**config.mk**
```make
export PLATFORM = sky130hd
export DESIGN_NAME = tick_timer_bank_flat
export DESIGN_NICKNAME = d
export VERILOG_FILES = /design/src/rtl/tick_timer_pkg.sv /design/src/rtl/tick_timer_bank_if.sv /design/src/rtl/tick_timer_channel.sv /design/src/rtl/tick_timer_bank.sv /design/src/flat_wrapper.sv
export SDC_FILE = /design/constraint.sdc
export NUM_CORES = 1
export LEC_CHECK = 0
export BUFFER_PORTS_ARGS = -buffer_cell sky130_fd_sc_hd__buf_2
export CORE_MARGIN = 10
export CORE_UTILIZATION = 52
export DETAILED_ROUTE_END_ITERATION = 12
export GPL_TIMING_DRIVEN = 0
export PLACE_DENSITY = 0.69
export RECOVER_POWER = 25
export SKIP_LAST_GASP = 1
export SLEW_MARGIN = 10
export SYNTH_ARGS = -nofsm -noshare
export SYNTH_HDL_FRONTEND = slang
export SYNTH_SLANG_ARGS = --single-unit
```
**constraint.sdc**
```tcl
create_clock -name CLK -period 4.73 [get_ports CLK]
set_input_delay 0.473 -clock CLK [delete_from_list [all_inputs] [get_ports CLK]]
set_output_delay 0.473 -clock CLK [all_outputs]
set_load 0.05 [all_outputs]
```
**src/rtl/tick_timer_pkg.sv**
```systemverilog
// Shared definitions for the tick timer bank: channel modes, default period
// and the channel-select width helper.
package tick_timer_pkg;

    typedef enum logic {
        MODE_PERIODIC = 1'b0,
        MODE_ONESHOT  = 1'b1
    } mode_e;

    // One second at a 100 MHz system clock.
    localparam int DEFAULT_PERIOD_C = 100_000_000;

    function automatic int ch_width(input int n);
        return (n > 1) ? $clog2(n) : 1;
    endfunction

endpackage

```
**src/rtl/tick_timer_bank_if.sv**
```systemverilog
// Configuration write port of the tick timer bank: one strobe selects a
// channel and loads its period and mode.
interface tick_timer_bank_if #(
    parameter int CH_W   = 2,
    parameter int TICK_W = 32
) ();

    logic              cfg_we;
    logic [CH_W-1:0]   cfg_ch;
    logic [TICK_W-1:0] cfg_period;
    logic              cfg_mode;

    modport master (
        output cfg_we,
        output cfg_ch,
        output cfg_period,
        output cfg_mode
    );

    modport slave (
        input cfg_we,
        input cfg_ch,
        input cfg_period,
        input cfg_mode
    );

endinterface

```
**src/rtl/tick_timer_channel.sv**
```systemverilog
// One programmable tick generator: divides CLK by a loadable period and emits
// a registered tick pulse, a toggling flipper and a wrapping event counter.
module tick_timer_channel
    import tick_timer_pkg::*;
#(
    parameter int TICK_W         = 32,
    parameter int COUNT_W        = 8,
    parameter int DEFAULT_PERIOD = DEFAULT_PERIOD_C
) (
    input  logic               CLK,
    input  logic               RST_N,
    input  logic               load,
    input  logic [TICK_W-1:0]  period,
    input  logic               mode,
    input  logic               en,
    input  logic               clear,
    output logic               tick,
    output logic               flipper,
    output logic [COUNT_W-1:0] counter,
    output logic               busy
);

    logic [TICK_W-1:0]  period_q, period_d;
    mode_e              mode_q, mode_d;
    logic               armed_q, armed_d;
    logic [TICK_W-1:0]  ticks_q, ticks_d;
    logic [COUNT_W-1:0] counter_q, counter_d;
    logic               flipper_q, flipper_d;
    logic               tick_q, tick_d;

    logic run;
    logic terminal;

    assign busy     = (period_q != '0) && ((mode_q == MODE_PERIODIC) || armed_q);
    assign run      = en && busy;
    assign terminal = run && (ticks_q == period_q - TICK_W'(1));

    always_comb begin
        period_d  = period_q;
        mode_d    = mode_q;
        armed_d   = armed_q;
        ticks_d   = ticks_q;
        counter_d = counter_q;
        flipper_d = flipper_q;
        tick_d    = 1'b0;

        if (load) begin
            period_d = period;
            mode_d   = mode_e'(mode);
            armed_d  = mode;
            ticks_d  = '0;
        end else if (terminal) begin
            ticks_d   = '0;
            tick_d    = 1'b1;
            counter_d = counter_q + COUNT_W'(1);
            flipper_d = ~flipper_q;
            if (mode_q == MODE_ONESHOT) begin
                armed_d = 1'b0;
            end
        end else if (run) begin
            ticks_d = ticks_q + TICK_W'(1);
        end

        // Clear wins over a terminal event, so a one-shot stays armed.
        if (clear) begin
            ticks_d   = '0;
            counter_d = '0;
            flipper_d = 1'b0;
            tick_d    = 1'b0;
            armed_d   = load ? mode : armed_q;
        end
    end

    always_ff @(posedge CLK) begin
        if (!RST_N) begin
            period_q  <= TICK_W'(DEFAULT_PERIOD);
            mode_q    <= MODE_PERIODIC;
            armed_q   <= 1'b0;
            ticks_q   <= '0;
            counter_q <= '0;
            flipper_q <= 1'b0;
            tick_q    <= 1'b0;
        end else begin
            period_q  <= period_d;
            mode_q    <= mode_d;
            armed_q   <= armed_d;
            ticks_q   <= ticks_d;
            counter_q <= counter_d;
            flipper_q <= flipper_d;
            tick_q    <= tick_d;
        end
    end

    assign tick    = tick_q;
    assign flipper = flipper_q;
    assign counter = counter_q;

endmodule

```
**src/rtl/tick_timer_bank.sv**
```systemverilog
// Bank of independent tick generators sharing one configuration write port;
// feeds display refresh, LED blink and scheduler timeouts.
module tick_timer_bank
    import tick_timer_pkg::*;
#(
    parameter int CHANNELS       = 4,
    parameter int TICK_W         = 32,
    parameter int COUNT_W        = 8,
    parameter int DEFAULT_PERIOD = DEFAULT_PERIOD_C
) (
    input  logic                        CLK,
    input  logic                        RST_N,
    tick_timer_bank_if.slave            cfg,
    input  logic [CHANNELS-1:0]         en,
    input  logic [CHANNELS-1:0]         clear,
    output logic [CHANNELS-1:0]         tick,
    output logic [CHANNELS-1:0]         flipper,
    output logic [CHANNELS*COUNT_W-1:0] counter,
    output logic [CHANNELS-1:0]         busy
);

    localparam int CH_W = ch_width(CHANNELS);

    // Out-of-range channel numbers match no decoder and are dropped.
    for (genvar gi = 0; gi < CHANNELS; gi++) begin : g_ch
        logic load;

        assign load = cfg.cfg_we && (cfg.cfg_ch == CH_W'(gi));

        tick_timer_channel #(
            .TICK_W         (TICK_W),
            .COUNT_W        (COUNT_W),
            .DEFAULT_PERIOD (DEFAULT_PERIOD)
        ) u_ch (
            .CLK     (CLK),
            .RST_N   (RST_N),
            .load    (load),
            .period  (cfg.cfg_period),
            .mode    (cfg.cfg_mode),
            .en      (en[gi]),
            .clear   (clear[gi]),
            .tick    (tick[gi]),
            .flipper (flipper[gi]),
            .counter (counter[gi*COUNT_W +: COUNT_W]),
            .busy    (busy[gi])
        );
    end

endmodule

```
**src/flat_wrapper.sv**
```systemverilog
// flat-port wrapper written by rule: the top's interface ports become plain ports
module tick_timer_bank_flat import tick_timer_pkg::*;
#(
    parameter int CHANNELS       = 4,
    parameter int TICK_W         = 32,
    parameter int COUNT_W        = 8,
    parameter int DEFAULT_PERIOD = DEFAULT_PERIOD_C
)
  (CLK, RST_N, en, clear, tick, flipper, counter, busy, cfg_cfg_we, cfg_cfg_ch, cfg_cfg_period, cfg_cfg_mode);
  tick_timer_bank_if #(.CH_W((2)), .TICK_W(TICK_W)) cfg_i ();
  input  logic CLK;
  input  logic RST_N;
  input  logic [CHANNELS-1:0] en;
  input  logic [CHANNELS-1:0] clear;
  output logic [CHANNELS-1:0] tick;
  output logic [CHANNELS-1:0] flipper;
  output logic [CHANNELS*COUNT_W-1:0] counter;
  output logic [CHANNELS-1:0] busy;
  input wire logic [$bits(cfg_i.cfg_we)-1:0] cfg_cfg_we;
  input wire logic [$bits(cfg_i.cfg_ch)-1:0] cfg_cfg_ch;
  input wire logic [$bits(cfg_i.cfg_period)-1:0] cfg_cfg_period;
  input wire logic [$bits(cfg_i.cfg_mode)-1:0] cfg_cfg_mode;
  assign cfg_i.cfg_we = cfg_cfg_we;
  assign cfg_i.cfg_ch = cfg_cfg_ch;
  assign cfg_i.cfg_period = cfg_cfg_period;
  assign cfg_i.cfg_mode = cfg_cfg_mode;
  tick_timer_bank #(.CHANNELS(CHANNELS), .TICK_W(TICK_W), .COUNT_W(COUNT_W), .DEFAULT_PERIOD(DEFAULT_PERIOD)) u_core (.CLK(CLK), .RST_N(RST_N), .cfg(cfg_i), .en(en), .clear(clear), .tick(tick), .flipper(flipper), .counter(counter), .busy(busy));
endmodule
```
## After elaboration in Yosys (flattened, before gate mapping)

Index checks and enable logic that the tools add are counted.

| storage, ports and cells | value |
|---|---|
| flip-flop bits (word level) | 304 |
| bits in latches | 0 |
| bits in writable memories | 0 |
| bits in read-only memories | 0 |
| input bits | 46 |
| output and inout bits | 44 |
| logic and storage cells | 141 |
| memories kept | 0 |

| cells by class | value |
|---|---|
| add/sub/neg operators | 12 |
| multiply operators | 0 |
| divide/modulo/power cells | 0 |
| $lt $le $gt $ge | 0 |
| equality and inequality tests | 11 |
| shift-type cells | 0 |
| muxes and demuxes | 24 |
| bitwise logic cells | 13 |
| reduce and logical (&&, ||, !) cells | 53 |

Operators by type and width:

| operator | number |
|---|---|
| adder 32 x 1 -> 32 bit (second input constant) | 4 |
| == test 32 bit | 4 |
| nonzero test 32 bit | 4 |
| subtractor 32 x 1 -> 32 bit (second input constant) | 4 |
| adder 8 x 1 -> 8 bit (second input constant) | 4 |
| 2-to-1 mux 1 bit | 24 |
| logical AND 1 bit | 16 |
| nonzero test 2 bit | 8 |
| OR reduction 4 bit | 4 |
| NOT 1 bit | 13 |
| AND reduction 3 bit | 4 |
| OR reduction 3 bit | 4 |
| inequality test 2 x 1 -> 1 bit (second input constant) | 4 |
| AND reduction 2 bit | 4 |
| OR reduction 2 bit | 4 |
| == test 2 bit (second input constant) | 2 |
| logical OR 1 bit | 4 |
| == test 2 x 1 -> 1 bit (second input constant) | 1 |
| zero test 2 bit | 1 |

## Depth between registers and ports, before layout

Gate-level depths: netlist (run 1).

| depth | value |
|---|---|
| depth after elaboration | 8 |
| mapped depth | 13 |
| gate-level depth less buffers | 11 |

## By module

A second synthesis (run 1) with hierarchy kept.

| unflattened totals | value |
|---|---|
| cells, all modules | 2,264 |
| area, all modules | 18,705.4 µm² |

By module, submodules not included:

| module | instances | cells each | area an instance (µm²) | seq. area each (µm²) |
|---|---|---|---|---|
| tick_timer_channel | 4 | 565 | 4,667.0 | 1,521.5 |
| tick_timer_bank | 1 | 4 | 37.5 | 0.0 |

## Least setup slack after synthesis (run 1)

Ideal clock, no wire load.

| path | value |
|---|---|
| kind | flip-flop to flip-flop |
| start | register u_core.g_ch[3].u_ch.period_q[4] |
| end | register u_core.g_ch[3].u_ch.counter_q[5] |
| library setup time | 131 ps |
| arrival | 3,468 ps |
| data required time | 4,599 ps |
| slack | 1,131 ps |
| cell stages (with the launch flop) | 14 |
| buffers on the path | 4 |
| clock period less this slack | 3,599 ps |
| path through | dfxtp_1 buf_6 or4_4 buf_6 or4_4 buf_6 or3_1 mux2_2 a31oi_1 a211o_1 or3_4 buf_6 o311ai_2 o41ai_2 |

| between the ends | value |
|---|---|
| word-level cells in the longest chain between the ends | 5 |
| elaborated cells on any way between the ends | 7 |
| those cells by class | 1 x add/sub; 1 x eq/ne; 5 x reduce/logical |

Ends and longest elaborated chain:

| what | RTL line | source |
|---|---|---|
| from (decl) | tick_timer_channel.sv:23 | `logic [TICK_W-1:0] period_q, period_d;` |
| from (signal assigned) | tick_timer_channel.sv:76 | `period_q <= TICK_W'(DEFAULT_PERIOD);` |
| from (signal assigned) | tick_timer_channel.sv:84 | `period_q <= period_d;` |
| parallel branches: the longest is 3 deep, another holds subtractor 32 x 1 -> 32 bit | - |  |
| logical AND 1 bit * | tick_timer_channel.sv:36 | `assign terminal = run && (ticks_q == period_q - TICK_W'(1));` |
| AND reduction 2 bit (no source line) * | - |  |
| to (signal assigned) | tick_timer_channel.sv:88 | `counter_q <= counter_d;` |
| to (decl) | tick_timer_channel.sv:27 | `logic [COUNT_W-1:0] counter_q, counter_d;` |

Mark *: on every way between the ends.
A chain may end at the register's enable or synchronous reset.

## Worst setup path in the final report (run 1)

| path | value |
|---|---|
| start | register u_core.g_ch[0].u_ch.period_q[3] |
| end | register u_core.g_ch[0].u_ch.ticks_q[6] |

| between the ends | value |
|---|---|
| word-level cells in the longest chain between the ends | 5 |
| elaborated cells on any way between the ends | 7 |
| those cells by class | 1 x add/sub; 1 x eq/ne; 5 x reduce/logical |

Ends and longest elaborated chain:

| what | RTL line | source |
|---|---|---|
| from (decl) | tick_timer_channel.sv:23 |  |
| from (signal assigned) | tick_timer_channel.sv:76 |  |
| from (signal assigned) | tick_timer_channel.sv:84 |  |
| parallel branches: the longest is 5 deep, another holds subtractor 32 x 1 -> 32 bit | - |  |
| to (signal assigned) | tick_timer_channel.sv:87 | `ticks_q <= ticks_d;` |
| to (decl) | tick_timer_channel.sv:26 | `logic [TICK_W-1:0] ticks_q, ticks_d;` |

Several ways; the timed one is not identified.

==> flow_summary_export.csv, run 1 <==
group,metric,value,unit
status,outcome,"completed",
placed_design,port_buffers,87,
sta,hold_violations,0,
sta,slew_violations,0,
clock_tree,cts_tree,"built",
setup_path,critPathArrivalTime,4.81,ns
setup_path,critPathLaunchType,"register",
setup_path,cp_top_family,"simple AND/OR/NAND/NOR gates",
job,cap_violations,0,
sta,max-slew-margin-rel,0.224,
clock_tree,clockRootBuffer,"clkbuf_16",
floorplanning,rows,66,
routing,drtIter0Drc,1290,
placed_design,dp_slack,0.521,ns
final_layout,drive_gt1_frac,0.0864,
sta,fin_skew,0.0179,ns
clock_tree,cts_hold_buf,0,
final_layout,final_cell_mix,"384 x nand2_1, 304 x dfxtp_1, 251 x nor2_1",
setup_path,cp_max_fo,10,
final_layout,fill_cells,3050,
clock_tree,post-cts-setup-buffers,0,
global_route,grt_pass1_wl,78.7,mm
floorplanning,io_pins,90,
final_layout,syn2layout_area_growth,11.6,%
floorplanning,die_w,203,um
sta,worst_pin_slew,1.16,ns
sta,fmax,231,MHz
sta,layout_worst_path_cycle_share,0.916,
clock_tree,htreeDepth,1,
pwr,p_per_area,293,nW/um2
global_route,grt_pass1_vias,14875,
synth,syn_inst,2231,
routing,drt-pass1-iter-count,5,
routing,vias,16182,
clock_tree,insertion_delay,0.59,ns
sta,rsz0062_at_grt,"no",
synth,ys_top_cells_by_area,"dfxtp_1 35%, xnor2_1 8.3%, nand2_1 8.3%",
routing,vias_per_cell,5.74,
floorplanning,dieArea,41200,um2
synth,syn_area,17400,um2
synth,ys_warn_count,0,
final_layout,fin_nets,2409,
synth,synth.top_cell.area_share,0.349,
floorplanning,core,32800,um2
hold_path,min_path_type,"in -> reg",
global_route,track_usage,0.232,
synth,synth_top_cell_by_area,"dfxtp_1",
clock_tree,clkTransAtPathRegs,0.06,ns
setup_path,required,5.21,ns
clock_tree,ctsResizeCount,0,
global_route,met2_usage,0.376,
synth,ys_seq_elements,304,
synth,seq_area_frac_synth,0.349,
setup_path,ff2ff_setup_slack,0.40,ns
sta,fin_crit,4.33,ns
placed_design,globalplace.congestion,0.942,
synth,ys.flop_type,"dfxtp_1",
floorplanning,start_util,0.531,
final_layout,final_common_cell,"nand2_1",
setup_path,crit_end,"u_core.g_ch[0].u_ch.ticks_q[6]",
sta,fin_setup_tns,0,ns
global_route,globalRouteOverflowTotal,0,
setup_path,reg2reg_depth,12,
synth,syn_nets,2289,
setup_path,r2r_end,"u_core.g_ch[0].u_ch.ticks_q[6]",
global_route,top_usage_layer,"met2",
sta,layout_setup_ws,0.398,ns
synth,async_reset_ff_frac,0,
final_layout,seqCellArea,6090,um2
setup_path,setup.worst_path.end_class,"register",
setup_path,crit_path_top_delay_cell,"or4_1",
routing,route.detailed.drc,0,
synth,netlist-cell-type-count,79,
setup_path,critPathLaunch,"u_core.g_ch[0].u_ch.period_q[3]",
synth,synth_edf_count,0,
synth,post_synth.cell_area_avg,7.81,um2
floorplanning,die_h,203,um
global_route,antenna_found_initial,3,
sta,finalSetupViolations,0,
routing,final_antenna_net_count,0,
setup_path,path_buf_inv,3,
routing,routedWlPerCell,17.7,um
setup_path,cp.depth,12,
setup_path,worst-setup-path-type,"reg -> reg",
global_route,met3_usage,0.0322,
clock_tree,cts.sinks,304,
final_layout,multi_input_comb_area,10600,um2
pwr,ir_worst_vdd,0.000290,V
routing,wl,49.8,mm
placed_design,dp_hpwl,38.0,mm
setup_path,max_stage_delay,0.59,ns
global_route,use_met1,0.305,
setup_path,rr_startpoint,"u_core.g_ch[0].u_ch.period_q[3]",
clock_tree,clock_path_buffers,3,
setup_path,worstPathCellList,"clkbuf_1 -> nor4_1 -> clkbuf_1 -> nand2_1 -> nor3_1 -> mux2i_1 -> a221oi_1 -> or4_1 -> or4_1 -> nand3_1 -> buf_2 -> nor2_1",
global_route,grt_start_max_net_pins,16,
pwr,p_leak,6.89,nW
clock_tree,cts_made_buffers,31,
## report_power, final
group          internal (mW)  switching [mW]  total [mW]
Combinational          0.187           0.334       0.521
Sequential              2.61          0.0709        2.68
Clock                   1.45            1.04        2.49
Total                   4.25            1.44        5.69
## cells by family after synthesis
family                     share of synthesized area
and+or+nand+nor                                0.334
DFF                                            0.349
xor gates and xnor gates                       0.142
AOI/OAI and AO/OA                              0.112
buffers and inverters                         0.0401
muxes                                         0.0141
adders and majority gates                    0.00862
## flip-flops by register name (all words and copies together), names as in the netlist
signal                     count
u_core.g_ch.u_ch.armed_q       4
u_core.g_ch.u_ch.counter      32
u_core.g_ch.u_ch.flipper       4
u_core.g_ch.u_ch.mode_q        4
u_core.g_ch.u_ch.period_q    128
u_core.g_ch.u_ch.tick          4
u_core.g_ch.u_ch.ticks_q     128
## tightest hold or removal path, cell delays in order
cell,delay (ns)
buf_2,0.15
nand2_1,0.06
a21boi_0,0.07
## Yosys cell counts (7+ instances only)
master,instances
and4_1,12
buf_1,7
clkbuf_1,91
nand3_1,113
nand3b_1,9
xnor2_1,165
ha_1,12
inv_1,40
o211ai_1,27
nor2b_1,15
or4_1,41
nor4_1,51
mux2i_1,19
nand2b_1,21
or3b_2,8
nor3b_1,14
nand2_1,384
o31ai_1,10
and3_1,48
a21oi_1,31
or2_2,10
a31oi_1,17
or3_1,25
nor2_1,251
and2_1,11
dfxtp_1,304
buf_4,12
o21ai_0,28
xor2_1,118
nand4_1,62
a21boi_0,91
buf_2,9
nor3_1,64
## cell type report
class	count	area share
Tap cell	442	0.0284
Antenna cell	2	0.000257
Timing Repair Buffer	87	0.0224
Buffer	123	0.0282
Inverter	40	0.00772
Multi-Input combinational cell	1764	0.547
Clock inverter	7	0.00457
Sequential cell	304	0.313
Clock buffer	49	0.0480
## stage by stage
| stage | hold WS (ns) | instances | util | power [mW] | cell area, um2 |
|---|---|---|---|---|---|
| floorplan | 0.442 | 2231 | - | 3.07 | 17400 |
| global placement | 0.454 | 2760 | 0.562 | 3.23 | 18400 |
| detailed placement | 0.476 | 2760 | 0.562 | 3.24 | 18400 |
| CTS | 0.182 | 2816 | 0.593 | 5.72 | 19400 |
| global route | 0.197 | 2818 | 0.593 | 5.88 | 19400 |
| finish | 0.213 | 2818 | 0.593 | 5.69 | 19400 |
## how the worst min path moves through the flow
| stage | from | endpoint | depth (start not counted) |
|---|---|---|---|
| after floorplan | u_core.g_ch[3].u_ch.armed_q | u_core.g_ch[3].u_ch.armed_q | 2 |
| after global placement | u_core.g_ch[3].u_ch.armed_q | u_core.g_ch[3].u_ch.armed_q | 2 |
| after detailed placement | u_core.g_ch[1].u_ch.armed_q | u_core.g_ch[1].u_ch.armed_q | 2 |
| after CTS | cfg_cfg_period[3] | u_core.g_ch[3].u_ch.period_q[3] | 3 |
| after global routing | cfg_cfg_period[3] | u_core.g_ch[3].u_ch.period_q[3] | 3 |
| final | cfg_cfg_period[3] | u_core.g_ch[1].u_ch.period_q[3] | 3 |
## routing by layer
metal	part of all wire	vias to the layer above
li1	-	8031
met1	0.45	7607
met5	0.00026	-
met2	0.46	439
met4	0.040	2
met3	0.053	103
No activity file was read; power rests on OpenSTA's default activity.
==> inputs of run 2 (changes only) <==
--- a/config.mk
+++ b/config.mk
@@ -7,10 +7,10 @@
 export LEC_CHECK = 0
 export BUFFER_PORTS_ARGS = -buffer_cell sky130_fd_sc_hd__buf_2
 export CORE_MARGIN = 10
-export CORE_UTILIZATION = 52
+export CORE_UTILIZATION = 50
 export DETAILED_ROUTE_END_ITERATION = 12
 export GPL_TIMING_DRIVEN = 0
-export PLACE_DENSITY = 0.69
+export PLACE_DENSITY = 0.67
 export RECOVER_POWER = 25
 export SKIP_LAST_GASP = 1
 export SLEW_MARGIN = 10
==> flow_summary_export.csv, run 2 (synthesized netlist as in run 1, its figures left out) <==
group,metric,value,unit
status,outcome,"completed",
routing,wl,50.3,mm
sta,fin_setup_tns,0,ns
floorplanning,start_util,0.506,
pwr,p_switching,1.48,mW
pwr,pwr-share-comb,0.090,
global_route,track_usage,0.231,
sta,fmax,231,MHz
global_route,globalRouteOverflowTotal,0,
final_layout,insertedDiodeCount,0,
clock_tree,htreeDepth,2,
pwr,clkPwrFrac,0.453,
floorplanning,io_pins,90,
clock_tree,cts_tree,"built",
pwr,intPower,4.37,mW
sta,fin_hold_ws,0.279,ns
clock_tree,clock_path_buffers,3,
setup_path,required,5.14,ns
clock_tree,ctsResizeCount,0,
sta,rsz0062_at_grt,"no",
placed_design,port_buffers,87,
pwr,swShare,0.253,
pwr,p_per_area,300,nW/um2
routing,route.detailed.drc,0,
floorplanning,die_w,207,um
pwr,pwr-share-seq,0.458,
sta,fin_crit,4.34,ns
sta,slew_violations,0,
sta,finalSetupViolations,0,
global_route,use_met1,0.306,
final_layout,final_cells,2835,
final_layout,fill_cells,3255,
setup_path,max_stage_delay,0.60,ns
final_layout,fin_nets,2413,
setup_path,setup.worst_path.end_class,"register",
placed_design,dp_cells,2773,
final_layout,final_common_cell,"nand2_1",
clock_tree,cts.sinks,304,
clock_tree,clockRootBuffer,"clkbuf_16",
setup_path,critPathArrivalTime,4.75,ns
clock_tree,clkTransAtPathRegs,0.06,ns
setup_path,worstPathCellList,"clkbuf_1 -> nor4_1 -> clkbuf_1 -> nand2_1 -> nor3_1 -> mux2i_1 -> a221oi_1 -> or4_1 -> or4_1 -> nand3_1 -> buf_2 -> nor2_1",
sta,fin_skew,0.0174,ns
sta,worst_pin_slew,1.19,ns
global_route,top_usage_layer,"met2",
final_layout,final_core_util,0.566,
floorplanning,die_h,207,um
pwr,ir_worst_vdd,0.000217,V
setup_path,critPathLaunchType,"register",
global_route,met3_usage,0.0268,
sta,layout_setup_ws,0.392,ns
floorplanning,core,34500,um2
placed_design,dp_slack,0.482,ns
clock_tree,cts_hold_buf,0,
global_route,antenna_found_initial,0,
routing,vias,16173,
final_layout,final_cell_mix,"384 x nand2_1, 304 x dfxtp_1, 251 x nor2_1",
setup_path,crit_path_top_delay_cell,"or4_1",
routing,drt-pass1-iter-count,5,
routing,vias_per_cell,5.70,
floorplanning,dieArea,42700,um2
setup_path,worst-setup-path-type,"reg -> reg",
routing,final_antenna_net_count,0,
pwr,p_leak,6.80,nW
sta,layout_worst_path_cycle_share,0.917,
final_layout,syn2layout_area_growth,11.9,%
routing,routedWlPerCell,17.7,um
global_route,grt_pass1_vias,15335,
sta,hold_violations,0,
setup_path,cp_max_fo,10,
placed_design,globalplace.congestion,0.951,
routing,drtIter0Drc,1080,
sta,max-slew-margin-rel,0.205,
global_route,met2_usage,0.372,
clock_tree,cts_made_buffers,35,
floorplanning,rows,68,
hold_path,min_path_type,"in -> reg",
global_route,grt_pass1_wl,80.5,mm
clock_tree,insertion_delay,0.52,ns
global_route,grt_start_max_net_pins,14,
clock_tree,post-cts-setup-buffers,0,
job,cap_violations,0,
placed_design,dp_hpwl,38.6,mm
final_layout,drive_gt1_frac,0.0769,
-- run 2: cell count changes in the layout (fill, tap and decap cells not counted) --
cell | before | now
clkinvlp_4 | 0 | 2
clkbuf_8 | 9 | 3
buf_2 | 96 | 67
bufinv_16 | 2 | 3
clkinv_2 | 4 | 10
clkbuf_16 | 31 | 35
diode_2 | 2 | 0
clkbuf_1 | 101 | 129
-- run 2: metrics by stage --
step | total power [mW] | cell area (um2)
3_3_place_gp | 3.24 | 18400
3_5_place_dp | 3.25 | 18400
6_report | 5.86 | 19500
2_1_floorplan | 3.07 | 17400
4_1_cts | 5.89 | 19500
5_1_grt | 6.06 | 19500
-- run 2: area by class of cell --
type | count | area [um2] | area share
Multi-Input combinational cell | 1764 | 10600 | 0.546
Clock inverter | 16 | 164 | 0.00840
Sequential cell | 304 | 6090 | 0.312
Inverter | 40 | 150 | 0.00770
Tap cell | 455 | 569 | 0.0292
Clock buffer | 46 | 947 | 0.0486
Buffer | 123 | 548 | 0.0281
Timing Repair Buffer | 87 | 399 | 0.0205
-- run 2: final timing paths --
path | to | slack, ns | cells after the start | start
setup reg to reg | u_core.g_ch[0].u_ch.ticks_q[24] | 0.39 | 12 | u_core.g_ch[0].u_ch.period_q[3]
setup / recovery | u_core.g_ch[0].u_ch.ticks_q[24] | 0.39 | 12 | u_core.g_ch[0].u_ch.period_q[3]
hold / removal | u_core.g_ch[2].u_ch.period_q[11] | 0.28 | 3 | cfg_cfg_period[11]
hold reg to reg | u_core.g_ch[3].u_ch.armed_q | 0.48 | 2 | u_core.g_ch[3].u_ch.armed_q
-- run 2: critical path: cells and delay by family (launching register included) --
family | cells | cell delay (ns)
DFF | 1 | 0.30
muxes | 1 | 0.26
AOI/OAI and AO/OA | 1 | 0.12
and+or+nand+nor | 7 | 2.65
buffers and inverters | 3 | 0.89
-- run 2: power by group through the flow --
stage / Clock (mW) / Combinational [mW] / Sequential (mW)
after global placement: 0 / 0.505 / 2.73
after detailed placement: 0 / 0.516 / 2.73
after floorplan: 0 / 0.357 / 2.71
after global routing: 2.80 / 0.576 / 2.69
after CTS: 2.69 / 0.519 / 2.68
final: 2.65 / 0.526 / 2.68
-- run 2: layer usage --
layer,share of wire,up-vias,wire [um]
li1,-,8025,-
met1,0.46,7599,23100
met2,0.45,427,22700
met3,0.043,122,2160
met4,0.044,0,2230
met5,0,-,0
==> inputs of run 3 (changes only) <==
--- a/config.mk
+++ b/config.mk
@@ -12,6 +12,7 @@
 export GPL_TIMING_DRIVEN = 0
 export PLACE_DENSITY = 0.67
 export RECOVER_POWER = 25
+export SETUP_SLACK_MARGIN = 0.4
 export SKIP_LAST_GASP = 1
 export SLEW_MARGIN = 10
 export SYNTH_ARGS = -nofsm -noshare
==> flow_summary_export.csv, run 3 (synthesized netlist as in run 1, its figures left out) <==
group,metric,value,unit
placed_design,dp_hpwl,38.6,mm
floorplanning,die_w,207,um
routing,route.detailed.drc,0,
sta,slew_violations,0,
sta,worst_pin_slew,1.19,ns
routing,final_antenna_net_count,0,
setup_path,r2r_end,"u_core.g_ch[0].u_ch.ticks_q[24]",
setup_path,max_stage_delay,0.60,ns
placed_design,dpl_cell_area,18400,um2
clock_tree,clockRootBuffer,"clkbuf_16",
setup_path,cp_max_fo,10,
setup_path,worstPathCellList,"clkbuf_1 -> nor4_2 -> clkbuf_1 -> nand2_1 -> nor3_2 -> mux2i_1 -> a221oi_1 -> or4_1 -> or4_1 -> nand3_1 -> buf_2 -> nor2_1",
pwr,pwr-share-seq,0.458,
setup_path,critPathLaunchType,"register",
sta,finalSetupViolations,0,
setup_path,cp.depth,12,
sta,fin_crit,4.07,ns
setup_path,setup.worst_path.end_class,"register",
final_layout,insertedDiodeCount,0,
clock_tree,post-cts-setup-buffers,0,
floorplanning,dieArea,42700,um2
pwr,pwr-share-comb,0.090,
placed_design,globalplace.congestion,0.951,
final_layout,final_cells,2835,
final_layout,final_cell_mix,"384 x nand2_1, 304 x dfxtp_1, 251 x nor2_1",
floorplanning,core,34500,um2
pwr,intPower,4.37,mW
global_route,grt_pass1_wl,80.5,mm
placed_design,port_buffers,87,
sta,layout_setup_ws,0.665,ns
hold_path,min_path_type,"in -> reg",
global_route,grt_start_max_net_pins,14,
final_layout,fin_nets,2413,
setup_path,cp_top_family,"simple AND/OR/NAND/NOR gates",
final_layout,final_common_cell,"nand2_1",
setup_path,crit_end,"u_core.g_ch[0].u_ch.ticks_q[24]",
clock_tree,cts_hold_buf,0,
placed_design,dp_slack,0.482,ns
floorplanning,die_h,207,um
pwr,clkPwrFrac,0.452,
global_route,antenna_found_initial,0,
pwr,ir_worst_vdd,0.000217,V
routing,drtIter0Drc,1074,
floorplanning,io_pins,90,
floorplanning,rows,68,
floorplanning,start_util,0.506,
sta,fin_hold_ws,0.280,ns
status,outcome,"completed",
final_layout,design_area,19500,um2
clock_tree,htreeDepth,2,
final_layout,syn2layout_area_growth,12.1,%
clock_tree,clkTransAtPathRegs,0.06,ns
sta,fmax,246,MHz
routing,vias,16199,
clock_tree,clock_path_buffers,3,
sta,layout_worst_path_cycle_share,0.859,
routing,drt-pass1-iter-count,5,
setup_path,reg2reg_depth,12,
sta,max-slew-margin-rel,0.203,
final_layout,final_core_util,0.567,
routing,wl,50.2,mm
sta,rsz0062_at_grt,"yes",
setup_path,path_buf_inv,3,
setup_path,critPathLaunch,"u_core.g_ch[0].u_ch.period_q[3]",
clock_tree,insertion_delay,0.52,ns
setup_path,worst-setup-path-type,"reg -> reg",
placed_design,dp_cells,2773,
pwr,swShare,0.253,
setup_path,ff2ff_setup_slack,0.66,ns
pwr,p_per_area,300,nW/um2
pwr,p_leak,6.81,nW
setup_path,required,5.14,ns
clock_tree,cts_tree,"built",
sta,fin_setup_tns,0,ns
global_route,globalRouteOverflowTotal,0,
pwr,total_power,5.86,mW
job,cap_violations,0,
clock_tree,cts_made_buffers,35,
routing,vias_per_cell,5.71,
clock_tree,cts.sinks,304,
pwr,p_switching,1.48,mW
sta,fin_skew,0.0215,ns
final_layout,drive_gt1_frac,0.0786,
global_route,track_usage,0.231,
setup_path,crit_path_top_delay_cell,"or4_1",
setup_path,critPathArrivalTime,4.48,ns
routing,routedWlPerCell,17.7,um
global_route,grt_pass1_vias,15335,
setup_path,rr_startpoint,"u_core.g_ch[0].u_ch.period_q[3]",
sta,hold_violations,0,
## run 3: cell count changes in the layout (fill, tap and decap cells not counted)
cell	before	now
nor4_1	51	48
nor3_1	64	63
nor3_2	0	1
nor4_2	4	7
## run 3: area by class of cell
type	count	area (um2)
repair buffers	87	399
fillers	3252	14900
clock buffers	46	947
flip-flops and latches	304	6090
well taps	455	569
inverters	40	150
plain buffers	123	548
multi-input cells	1764	10700
clock inverters	16	164
## run 3: power groups by stage
stage          Combinational, mW  Sequential (mW)  Clock (mW)
2_1_floorplan              0.357             2.71           0
3_3_place_gp               0.505             2.73           0
3_5_place_dp               0.516             2.73           0
4_1_cts                    0.519             2.68        2.69
5_1_grt                    0.578             2.69        2.80
6_report                   0.527             2.68        2.65
## run 3: worst min-delay path by stage
stage | depth (start not counted) | startpoint | slack (ns) | endpoint
after global routing | 3 | cfg_cfg_period[3] | 0.28 | u_core.g_ch[0].u_ch.period_q[3]
after CTS | 3 | cfg_cfg_period[0] | 0.26 | u_core.g_ch[2].u_ch.period_q[0]
final | 3 | cfg_cfg_period[11] | 0.28 | u_core.g_ch[2].u_ch.period_q[11]
after floorplan | 2 | u_core.g_ch[3].u_ch.armed_q | 0.44 | u_core.g_ch[3].u_ch.armed_q
after global placement | 2 | u_core.g_ch[3].u_ch.armed_q | 0.46 | u_core.g_ch[3].u_ch.armed_q
after detailed placement | 2 | u_core.g_ch[3].u_ch.armed_q | 0.46 | u_core.g_ch[3].u_ch.armed_q
## run 3: metal layers
layer / vias up / global-route usage / share of wire
met3: 120 / 0.0268 / 0.049
met1: 7614 / 0.306 / 0.45
li1: 8022 / - / -
met2: 443 / 0.372 / 0.45
met4: 0 / 0.107 / 0.046
met5: - / 0 / 0
## run 3: worst register-to-register path, delay by kind of cell (launching register included)
| kind | cells | cell delay [ns] |
|---|---|---|
| mux | 1 | 0.24 |
| flops | 1 | 0.30 |
| compound gates | 1 | 0.12 |
| simple gates | 7 | 2.40 |
| buf+inv | 3 | 0.89 |
## run 3: what timing repair did
item	in CTS	in global routing
gates resized for setup	0	4
endpoints found under the hold margin	0	0
setup endpoints to repair	0	72
